`config.mk`:
```
export PLATFORM = sky130hd
export DESIGN_NAME = aes_key_sched_ctrl
export DESIGN_NICKNAME = d
export VERILOG_FILES = /design/src/rtl/aes_key_sched_ctrl.sv
export SDC_FILE = /design/constraint.sdc
export NUM_CORES = 1
export LEC_CHECK = 0
export BUFFER_PORTS_ARGS = -buffer_cell sky130_fd_sc_hd__buf_2
export CAP_MARGIN = 20
export CORE_AREA = 2 2 210 212
export CTS_BUF_LIST = sky130_fd_sc_hd__clkbuf_4 sky130_fd_sc_hd__clkbuf_8 sky130_fd_sc_hd__clkbuf_16
export DETAILED_ROUTE_END_ITERATION = 12
export DIE_AREA = 0 0 212 214
export RECOVER_POWER = 25
export REMOVE_ABC_BUFFERS = 1
export SLEW_MARGIN = 0
export SYNTH_ARGS = -nofsm -noshare
export SYNTH_HDL_FRONTEND = slang
export SYNTH_SLANG_ARGS = --single-unit
```
`constraint.sdc`:
```
create_clock -name clk -period 16.66 [get_ports clk]
set_clock_uncertainty 0.2 [all_clocks]
set_input_delay 4.165 -clock clk [delete_from_list [all_inputs] [get_ports clk]]
set_output_delay 4.165 -clock clk [all_outputs]
set_load 0.01 [all_outputs]
```
`src/rtl/aes_key_sched_ctrl.sv`:
```
// aes_key_sched_ctrl
//   Sequencer for the AES-128 round-key datapath (aes_key_gen). A cipher key
//   is accepted over key_valid/key_ready. The controller then drives the
//   datapath one round at a time. Each result is captured into rk_q and fed
//   back as the next round's input. Round keys 0..10 are offered on a
//   valid/ready stream. The datapath only runs between handshakes, so
//   consumer backpressure loses nothing.
//
// Ports
//   clk, rst             rising-edge clock, asynchronous active-high reset
//   key_valid/ready/in   cipher key input handshake (word 0 in [127:96])
//   rk_valid/ready       round key output handshake
//   rk_data/idx/last     round key, round number 0..10, last-round flag
//   dp_key/rcon          datapath key and round constant inputs
//   dp_gen_key           datapath uses the controller rcon (tied 1)
//   dp_next_rnd          datapath always takes dp_key (tied 0)
//   dp_en                datapath enable, high while a round is computed
//   dp_rk                datapath round key result
//   busy                 high whenever the controller is not idle
module aes_key_sched_ctrl #(
   parameter int unsigned ROUND_LAT  = 2,
   parameter int unsigned NUM_ROUNDS = 10
) (
   input  logic         clk,
   input  logic         rst,
   input  logic         key_valid,
   output logic         key_ready,
   input  logic [127:0] key_in,
   output logic         rk_valid,
   input  logic         rk_ready,
   output logic [127:0] rk_data,
   output logic [3:0]   rk_idx,
   output logic         rk_last,
   output logic [127:0] dp_key,
   output logic [9:0]   dp_rcon,
   output logic         dp_gen_key,
   output logic         dp_next_rnd,
   output logic         dp_en,
   input  logic [127:0] dp_rk,
   output logic         busy
);

   typedef enum logic [1:0] {
      IDLE = 2'd0,
      EMIT = 2'd1,
      CALC = 2'd2
   } state_t;

   localparam logic [3:0] LAST_IDX = 4'(NUM_ROUNDS);
   localparam logic [2:0] LAT_END  = 3'(ROUND_LAT - 1);

   state_t       state;
   state_t       state_nxt;
   logic [127:0] rk_q;
   logic [3:0]   idx_q;
   logic [7:0]   rcon_q;
   logic [2:0]   lat_q;

   function automatic logic [7:0] xtime(input logic [7:0] x);
      return {x[6:0], 1'b0} ^ (x[7] ? 8'h1B : 8'h00);
   endfunction

   // next-state and outputs
   always_comb begin
      state_nxt = state;
      key_ready = 1'b0;
      rk_valid  = 1'b0;
      rk_last   = 1'b0;
      dp_en     = 1'b0;
      busy      = 1'b1;
      case (state)
         IDLE: begin
            key_ready = 1'b1;
            busy      = 1'b0;
            if (key_valid) state_nxt = EMIT;
         end
         EMIT: begin
            rk_valid = 1'b1;
            rk_last  = (idx_q == LAST_IDX);
            if (rk_ready) state_nxt = (idx_q == LAST_IDX) ? IDLE : CALC;
         end
         CALC: begin
            dp_en = 1'b1;
            if (lat_q == LAT_END) state_nxt = EMIT;
         end
         default: state_nxt = IDLE;
      endcase
   end

   always_ff @(posedge clk or posedge rst) begin
      if (rst) state <= IDLE;
      else     state <= state_nxt;
   end

   always_ff @(posedge clk or posedge rst) begin
      if (rst) begin
         rk_q   <= '0;
         idx_q  <= '0;
         rcon_q <= 8'h01;
         lat_q  <= '0;
      end else begin
         case (state)
            IDLE: begin
               if (key_valid) begin
                  rk_q   <= key_in;
                  idx_q  <= '0;
                  rcon_q <= 8'h01;
               end
            end
            EMIT: begin
               if (rk_ready && (idx_q != LAST_IDX)) begin
                  idx_q <= idx_q + 4'd1;
                  lat_q <= '0;
                  // round 1 uses the 01 loaded with the key; advance from round 2 on
                  if (idx_q != 4'd0) rcon_q <= xtime(rcon_q);
               end
            end
            CALC: begin
               lat_q <= lat_q + 3'd1;
               if (lat_q == LAT_END) rk_q <= dp_rk;
            end
            default: ;
         endcase
      end
   end

   assign rk_data     = rk_q;
   assign rk_idx      = idx_q;
   assign dp_key      = rk_q;
   assign dp_rcon     = {2'b00, rcon_q};
   assign dp_gen_key  = 1'b1;
   assign dp_next_rnd = 1'b0;

endmodule

```
## Word-level counts from Yosys, hierarchy flattened

Cells that the tools add are included.

- Bits in read-only memories: 0
- Bits in writable memories: 0
- Memories: 0
- Latch bits: 0
- Register bits after elaboration: 145
- Output and inout port bits: 277
- Word-level logic and storage cells: 52
- Bits of input ports: 260

- Shift operators: 0
- Multiplexer cells: 23
- Eq/ne operators: 10
- Divide/modulo/power cells: 0
- Order comparisons: 0
- Reduce and logical (&&, ||, !) cells: 11
- $add $sub $neg: 2
- Multipliers: 0
- Bitwise gates (word level): 1

Operator list:

| kind | number |
|---|---|
| $mux 128 | 2 |
| $pmux 128 s2 | 1 |
| $mux 8 | 3 |
| $pmux 8 s2 | 1 |
| $ne 2x2->1 const B | 5 |
| $reduce_and 3->1 | 3 |
| $mux 2 | 4 |
| $mux 4 | 2 |
| $pmux 4 s2 | 1 |
| $xor 8x5->8 | 1 |
| $pmux 2 s3 | 1 |
| $pmux 3 s2 | 1 |
| $reduce_bool 2->1 | 3 |
| $mux 1 | 5 |
| $mux 5 | 1 |
| $add 4x1->4 const B | 1 |
| $eq 4x4->1 const B | 1 |
| $ne 4x4->1 const B | 1 |
| $reduce_and 4->1 | 1 |
| $reduce_bool 4->1 | 1 |
| $add 3x1->3 const B | 1 |
| $eq 3x1->1 const B | 1 |
| $mux 3 | 1 |
| $eq 2x1->1 const B | 1 |
| 4 further kinds | 4 |

## Logic depth before layout (Yosys ltp)

Gate-level depths: netlist of the first run.

- Depth after elaboration: 5
- Mapped depth: 7
- Mapped depth without buffers: 5

## Worst setup path after synthesis of the first run

Ideal clock, no wire load.

- Path kind: register to output
- From: reg idx_q[0], in the netlist rk_idx[0]
- To: out rk_last
- Path buffers: 0
- Arrival time: 1.192 ns
- Path slack: 11.103 ns
- Stages on the path, launching flop included: 5
- Required time: 12.295 ns
- Cell sequence: dfrtp_1 inv_1 ha_1 and4b_1 nor2b_1

- Cells in the longest elaborated chain, start to end: 2

Ends and longest elaborated chain:

| what | RTL line | source |
|---|---|---|
| start: declaration | 55 | `logic [3:0] idx_q;` |
| start signal: assignment | 112 | `idx_q <= idx_q + 4'd1;` |
| $eq 4x4->1 | 79 | `rk_last = (idx_q == LAST_IDX);` |
| $mux 1 | 71 | `case (state)` |
| end: declaration | 33 | `output logic rk_last,` |

No other way between the ends.

==> results_dict.tcl, run 1 <==
set metrics [dict create \
    firstDrtPassIters 4 \
    cp-end-kind "asynchronous set/reset pin" \
    max_freq_ghz 0.1432 \
    start_kind "input port" \
    grtUsageTotal_pct 9.820 \
    fin_area_sq_um 11150 \
    path_class "in2async" \
    ctsHtreeMaxLevel 4 \
    yosys_warnings 0 \
    cts_setup_buffers 0 \
    fill_cells 4562 \
    synth_area_sq_um 8289 \
    placed_cell_area_sq_um 10520 \
    yosys_register_bits 145 \
    yosysUniqueCellTypes 36 \
    hold_class "reg2reg" \
    status "finished, violations left" \
    wl_um 23070 \
    grt_remaining_overflow 0 \
    drv_cap 2 \
    setup_viol 0 \
    synth-edff-count 0 \
    postCtsResizedCells 0 \
    drt-initial-drc-count 180 \
    holdBufCountCts 0 \
    wl_per_cell_um 14.11 \
    final_layout_size_suffix_gt1_share_pct 74.86 \
    post_synth.cell_area_avg_sq_um 12.89 \
    grt_start_max_net_pins 80 \
    cp_slowest_stage_delay_ns 1.95 \
    violations "max-capacitance violations, max-slew violations" \
    cp_slowest_cell "clkinvlp_2" \
    synth-seq-area-share_pct 43.79 \
    viasPerCell 3.749 \
    peakVddDrop_uv 59.12 \
    start_util_pct 19.33 \
    grt_pass1_wl_um 34560 \
    design.core.area_sq_um 42890 \
    rrSetupSlack_ns 13.10 \
    fin_crit_sh_pct 41.93 \
    tritoncts "built" \
    dieHeight_um 214 \
    critical_path_buf_inv_count 3 \
    cts.sinks 145 \
    cp.required_ns 16.90 \
    yosys-top-cells-area "dfrtp_1 (43%), mux2_2 (35%), buf_4 (12%)" \
    nNetsFinal 1303 \
    grt_pass1_vias 6296 \
    area_growth_pct 34.54 \
    power_density_nw_per_um2 194.9 \
    tns_ns 0 \
    leakage_nw 5.238 \
    synthArstFlopShare_pct 100.0 \
    crit_fanout 79 \
    gp_congestion 0.7590 \
    slew_violations 89 \
    routed-via-count 6129 \
    synth_top_area_share_pct 43.47 \
    rsz0062_at_grt "false" \
    drc 0 \
    ys.flop_type "dfrtp_1" \
    critical-path-top-delay-family "buffers and inverters" \
    relSlewSlack_pct -137.4 \
    synth_area_leader_cell "dfrtp_1" \
    io_pins 537 \
    layout_min_cycle_time_ns 6.986 \
    cts.clk_slew.worst_paths_ns 0.06 \
    path_cells "buf_2 -> clkinvlp_2 -> buf_4" \
    clock_latency_ns 0.43 \
    clock_path_buffers 2 \
    ant_nets 0 \
    portBuffers 532 \
    cts_buffers 17 \
    die_w_um 212 \
    antenna_found_initial 1 \
    clockRootBuffer "clkbuf_16" \
    worstMarginPinSlew_ns 3.541 \
    dieArea_sq_um 45370 \
    synth_cells 643 \
    rows 76 \
    timing.final.hold_violations 0 \
    arrival_ns 7.23 \
    diodes 0 \
    hpwl_um 18020 \
]
## report_power, final
group / switching (W) / total [W] / internal (W)
sequential: 0.000149 / 0.000679 / 0.000530
clock: 0.000157 / 0.000468 / 0.000311
combinational: 0.000508 / 0.00103 / 0.000518
total: 0.000815 / 0.00217 / 0.00136
## final cells by class
class / count / area (sq um) / share of cell area (%)
clock inverter: 14 / 285.3 / 2.558
inverter: 11 / 45.04 / 0.4039
timing repair buffer: 537 / 2641 / 23.68
multi-input combinational: 326 / 3393 / 30.43
sequential: 145 / 3630 / 32.55
tap: 585 / 732.0 / 6.563
clock buffer: 17 / 425.4 / 3.815
## cell families (layout without fill, tap and decap cells)
family                   count (synthesis)  after routing  synth area share [%]
multiplexers                           265            265                 35.92
XOR/XNOR                                 4              4                0.4227
AND/OR/NAND/NOR                         32             32                 2.400
adder cells (fa/ha/maj)                  5              5                0.7547
buffers and inverters                  174            579                 15.32
flip-flops                             145            145                 43.79
other                                    2              4               0.09060
AO/OA/AOI/OAI                           16             16                 1.298
## placed cells by master (no fill, tap or decap), drive strengths merged, types with 2 or more instances in the layout
cell | Yosys | routed
buf | 162 | 490
mux2 | 260 | 260
dfrtp | 144 | 144
clkbuf | 1 | 64
inv | 11 | 11
nand2 | 9 | 9
bufinv | 0 | 8
mux2i | 5 | 5
nor2 | 5 | 5
ha | 5 | 5
clkinv | 0 | 5
nand3b | 4 | 4
o21ai | 4 | 4
o211ai | 4 | 4
conb | 2 | 4
xnor2 | 3 | 3
nand2b | 3 | 3
and3b | 2 | 2
nor2b | 2 | 2
nand3 | 2 | 2
o22ai | 2 | 2
## final timing paths
kind / endpoint / startpoint / cells after the start
worst max-delay path: dp_key[65]$_DFFE_PP0P_ / rst / 3
worst min-delay path: rcon_q[1]$_DFFE_PP0P_ / rcon_q[1]$_DFFE_PP0P_ / 1
worst max register to register: dp_key[49]$_DFFE_PP0P_ / state[0]$_DFFE_PP0P_ / 6
worst min register to register: rcon_q[1]$_DFFE_PP0P_ / rcon_q[1]$_DFFE_PP0P_ / 1
max in group clk: dp_en / state[0]$_DFFE_PP0P_ / 3
min in group asynchronous: dp_key[88]$_DFFE_PP0P_ / rst / 2
## flip-flops by register name (all words and copies together) (netlist names)
signal  flops
rcon_q      8
lat_q       3
rk_idx      4
dp_key    128
state       2
## layer usage
layer / up-vias / share of wire [%] / GRT usage (%) / routed length [um]
met2: 246 / 51 / 17.36 / 11770
met4: 2 / 1.7 / 2.981 / 382
met1: 2975 / 41 / 11.32 / 9483
li1: 2889 / - / - / -
met3: 17 / 6.2 / 2.917 / 1422
met5: - / 0.056 / 0 / 13
## synthesized netlist by cell type (2+ instances only)
cell type    n
xnor2_1      3
and3b_1      2
buf_6       13
buf_2       16
inv_1       10
nor2_1       5
dfrtp_1    144
ha_1         5
conb_1       2
nand2b_1     2
nand3_1      2
buf_4      133
o22ai_1      2
nand3b_1     4
o211ai_1     4
o21ai_0      4
nand2_1      9
mux2i_1      5
nor2b_1      2
mux2_2     260
## stage by stage
step / total power [W] / setup WS [ns] / util (%) / instances / hold slack (ns)
after floorplan: 0.001304 / 5.121 / - / 482 / 0.2931
after global placement: 0.001732 / 9.811 / 24.53 / 1604 / 0.3093
after detailed placement: 0.001749 / 9.794 / 24.53 / 1604 / 0.3116
after CTS: 0.002237 / 10.16 / 26.18 / 1635 / 0.3266
after global routing: 0.002325 / 8.955 / 26.00 / 1635 / 0.3454
final: 0.002173 / 9.674 / 26.00 / 1635 / 0.3187
(Power assumes the default switching activity.)
==> inputs of run 2 (changes only) <==
- ABC_AREA: unset -> 1
- CORE_AREA: 2 2 210 212 -> 2 2 206 208
- DIE_AREA: 0 0 212 214 -> 0 0 208 210
- clock period: 16.66 -> 5.8 ns (I/O delays scaled with it)
==> run 2 against run 1 <==
The run still ends with max-capacitance violations, max-slew violations left; flip-flop and latch count unchanged; synthesized cell count increased by 88%; global-route usage increased by 1.9 points; synthesized area increased by 0.77%; final cell count increased by 30%; largest cell class unchanged; largest power group unchanged.
==> results_dict.tcl, run 2 <==
set metrics [dict create \
    power_frac_clock_pct 18.0 \
    synth_commonest_cells "nand2_1 (798), buf_4 (146), dfrtp_1 (144), buf_2 (32), nand3_1 (20)" \
    holdBufCountCts 0 \
    layout_min_cycle_time_ns 3.776 \
    cp.required_ns 4.15 \
    grt_pass1_wl_um 40420 \
    worstMarginPinSlew_ns 3.043 \
    drc 0 \
    start_kind "register" \
    arrival_ns 2.13 \
    post_synth.cell_area_avg_sq_um 6.915 \
    fin_crit_sh_pct 65.10 \
    relSlewSlack_pct -104.0 \
    largest_reg_flops 128 \
    nNetsFinal 1844 \
    portBuffers 532 \
    cts_buffers 17 \
    crit_fanout 12 \
    drv_cap 1 \
    viasPerCell 3.901 \
    ys.flop_type "dfrtp_1" \
    postCtsResizedCells 0 \
    grt_start_max_net_pins 88 \
    io_pins 537 \
    status "finished, violations left" \
    seqPwrFrac_pct 31.1 \
    synth-seq-area-share_pct 43.45 \
    worstHoldStart "dp_key[92]$_DFFE_PP0P_" \
    reg2reg_to "dp_key[102]$_DFFE_PP0P_" \
    wl_per_cell_um 12.44 \
    setup_viol 0 \
    cts_setup_buffers 0 \
    synth_area_leader_cell "dfrtp_1" \
    tns_ns 0 \
    fill_cells 4615 \
    clock_path_buffers 2 \
    dieArea_sq_um 43680 \
    yosys_register_bits 145 \
    die_w_um 208 \
    yosys_warnings 0 \
    area_growth_pct 32.59 \
    tritoncts "built" \
    yosys-top-cells-area "dfrtp_1 (43%), nand2_1 (36%), buf_4 (13%)" \
    firstDrtPassIters 5 \
    fin_util_pct 26.70 \
    drt-initial-drc-count 345 \
    mostFrequentLayoutCells "nand2_1 (798), buf_2 (532), dfrtp_1 (144), nand3_1 (20), clkbuf_16 (17)" \
    ctsHtreeMaxLevel 4 \
    dp_slack_ns 2.190 \
    power_density_nw_per_um2 573.8 \
    design.core.area_sq_um 41480 \
    cp-end-kind "output port" \
    path_class "reg2out" \
    peakVddDrop_uv 185.1 \
    yosysMostFrequentCell "nand2_1" \
    whs_path_depth 2 \
    cts.sinks 145 \
    routed-via-count 8312 \
    max_freq_ghz 0.2649 \
    synth-edff-count 0 \
    synth_cells 1208 \
    hold_class "reg2reg" \
    timing.final.hold_violations 0 \
    rr_worst_depth 9 \
    cts.clk_slew.worst_paths_ns 0.06 \
    intPower_w 0.003411 \
    grt_pass1_vias 7720 \
    synth_area_sq_um 8353 \
    ant_nets 0 \
    gp_congestion 0.8142 \
    start_util_pct 20.14 \
    rows 75 \
    swShare_pct 46.32 \
    grt_remaining_overflow 0 \
    final_layout_size_suffix_gt1_share_pct 36.58 \
    slew_violations 68 \
    synth_top_area_share_pct 43.14 \
    final_common_cell "nand2_1" \
    dieHeight_um 210 \
    rrSetupSlack_ns 2.59 \
    hold_end "dp_key[92]$_DFFE_PP0P_" \
    combPwrFrac_pct 50.9 \
    r2r-start "state[1]$_DFFE_PP0P_" \
    clockRootBuffer "clkbuf_16" \
    antenna_found_initial 0 \
    yosysUniqueCellTypes 23 \
    switching_power_w 0.002943 \
    wl_um 26510 \
    rsz0062_at_grt "false" \
    synthArstFlopShare_pct 100.0 \
    hpwl_um 20220 \
    violations "max-capacitance violations, max-slew violations" \
    leakage_nw 6.789 \
    grtUsageTotal_pct 11.71 \
    setup_ws_ns 2.024 \
    clock_latency_ns 0.43 \
]
-- run 2: worst max-delay path by stage --
stage	start	end	slack [ns]	cells past startpoint
2_1_floorplan	key_valid	dp_key[0]$_DFFE_PP0P_	0.04	4
3_3_place_gp	key_valid	dp_key[112]$_DFFE_PP0P_	2.26	7
3_5_place_dp	key_valid	dp_key[106]$_DFFE_PP0P_	2.19	7
4_1_cts	state[0]$_DFFE_PP0P_	rk_last	2.37	3
5_1_grt	rst	dp_key[4]$_DFFE_PP0P_	1.67	2
6_report	state[1]$_DFFE_PP0P_	dp_en	2.02	3
-- run 2: metal layers --
metal  track usage (%)  wire [um]  up-vias
met5                 0          0        -
met4             4.671        572        0
met3             2.384       1499       23
met2             19.68      12890      301
met1             14.74      11550     3768
li1                  -          -     4220
-- run 2: cell type report --
type                       instances  area [sq um]  area share, %
clock buffer                      22         475.5          4.293
sequential                       145          3630          32.77
multi-input combinational        860          3367          30.40
tap                              539         674.4          6.089
inverter                          15         60.06         0.5423
timing repair buffer             540          2735          24.70
antenna                            1         2.502        0.02259
clock inverter                     9         131.4          1.186
-- run 2: logic make-up (layout without fill, tap and decap cells) --
group	after synthesis	after routing	synth area share, %
adders and majority gates	5	5	0.7490
and+or+nand+nor	838	838	38.23
other	2	5	0.08991
DFF	145	145	43.45
AOI/OAI and AO/OA	9	9	0.6290
xor gates and xnor gates	4	4	0.4194
buffers and inverters	205	586	16.43
-- run 2: power groups by stage --
stage / sequential (W) / clock [W] / combinational [W]
CTS: 0.00199 / 0.00120 / 0.00330
global route: 0.00205 / 0.00123 / 0.00362
finish: 0.00198 / 0.00114 / 0.00324
detailed placement: 0.00199 / 0 / 0.00330
global placement: 0.00198 / 0 / 0.00326
floorplan: 0.00235 / 0 / 0.00146
-- run 2: through the flow --
stage                     area, sq um  total power, W  std cells  hold WS (ns)
final                           11080        0.006355       2131        0.2953
after detailed placement        10480        0.005294       2099        0.2801
after floorplan                  7044        0.003809       1020        0.2814
after global placement          10480        0.005241       2099        0.2686
after global routing            11070        0.006894       2130        0.3160
after CTS                       11080        0.006488       2130        0.2977
-- run 2: worst max-delay path, stage by stage, from the launching register on --
cell	delay, ns
dfrtp_1	0.46
inv_2	0.07
nor2_1	0.88
buf_2	0.29
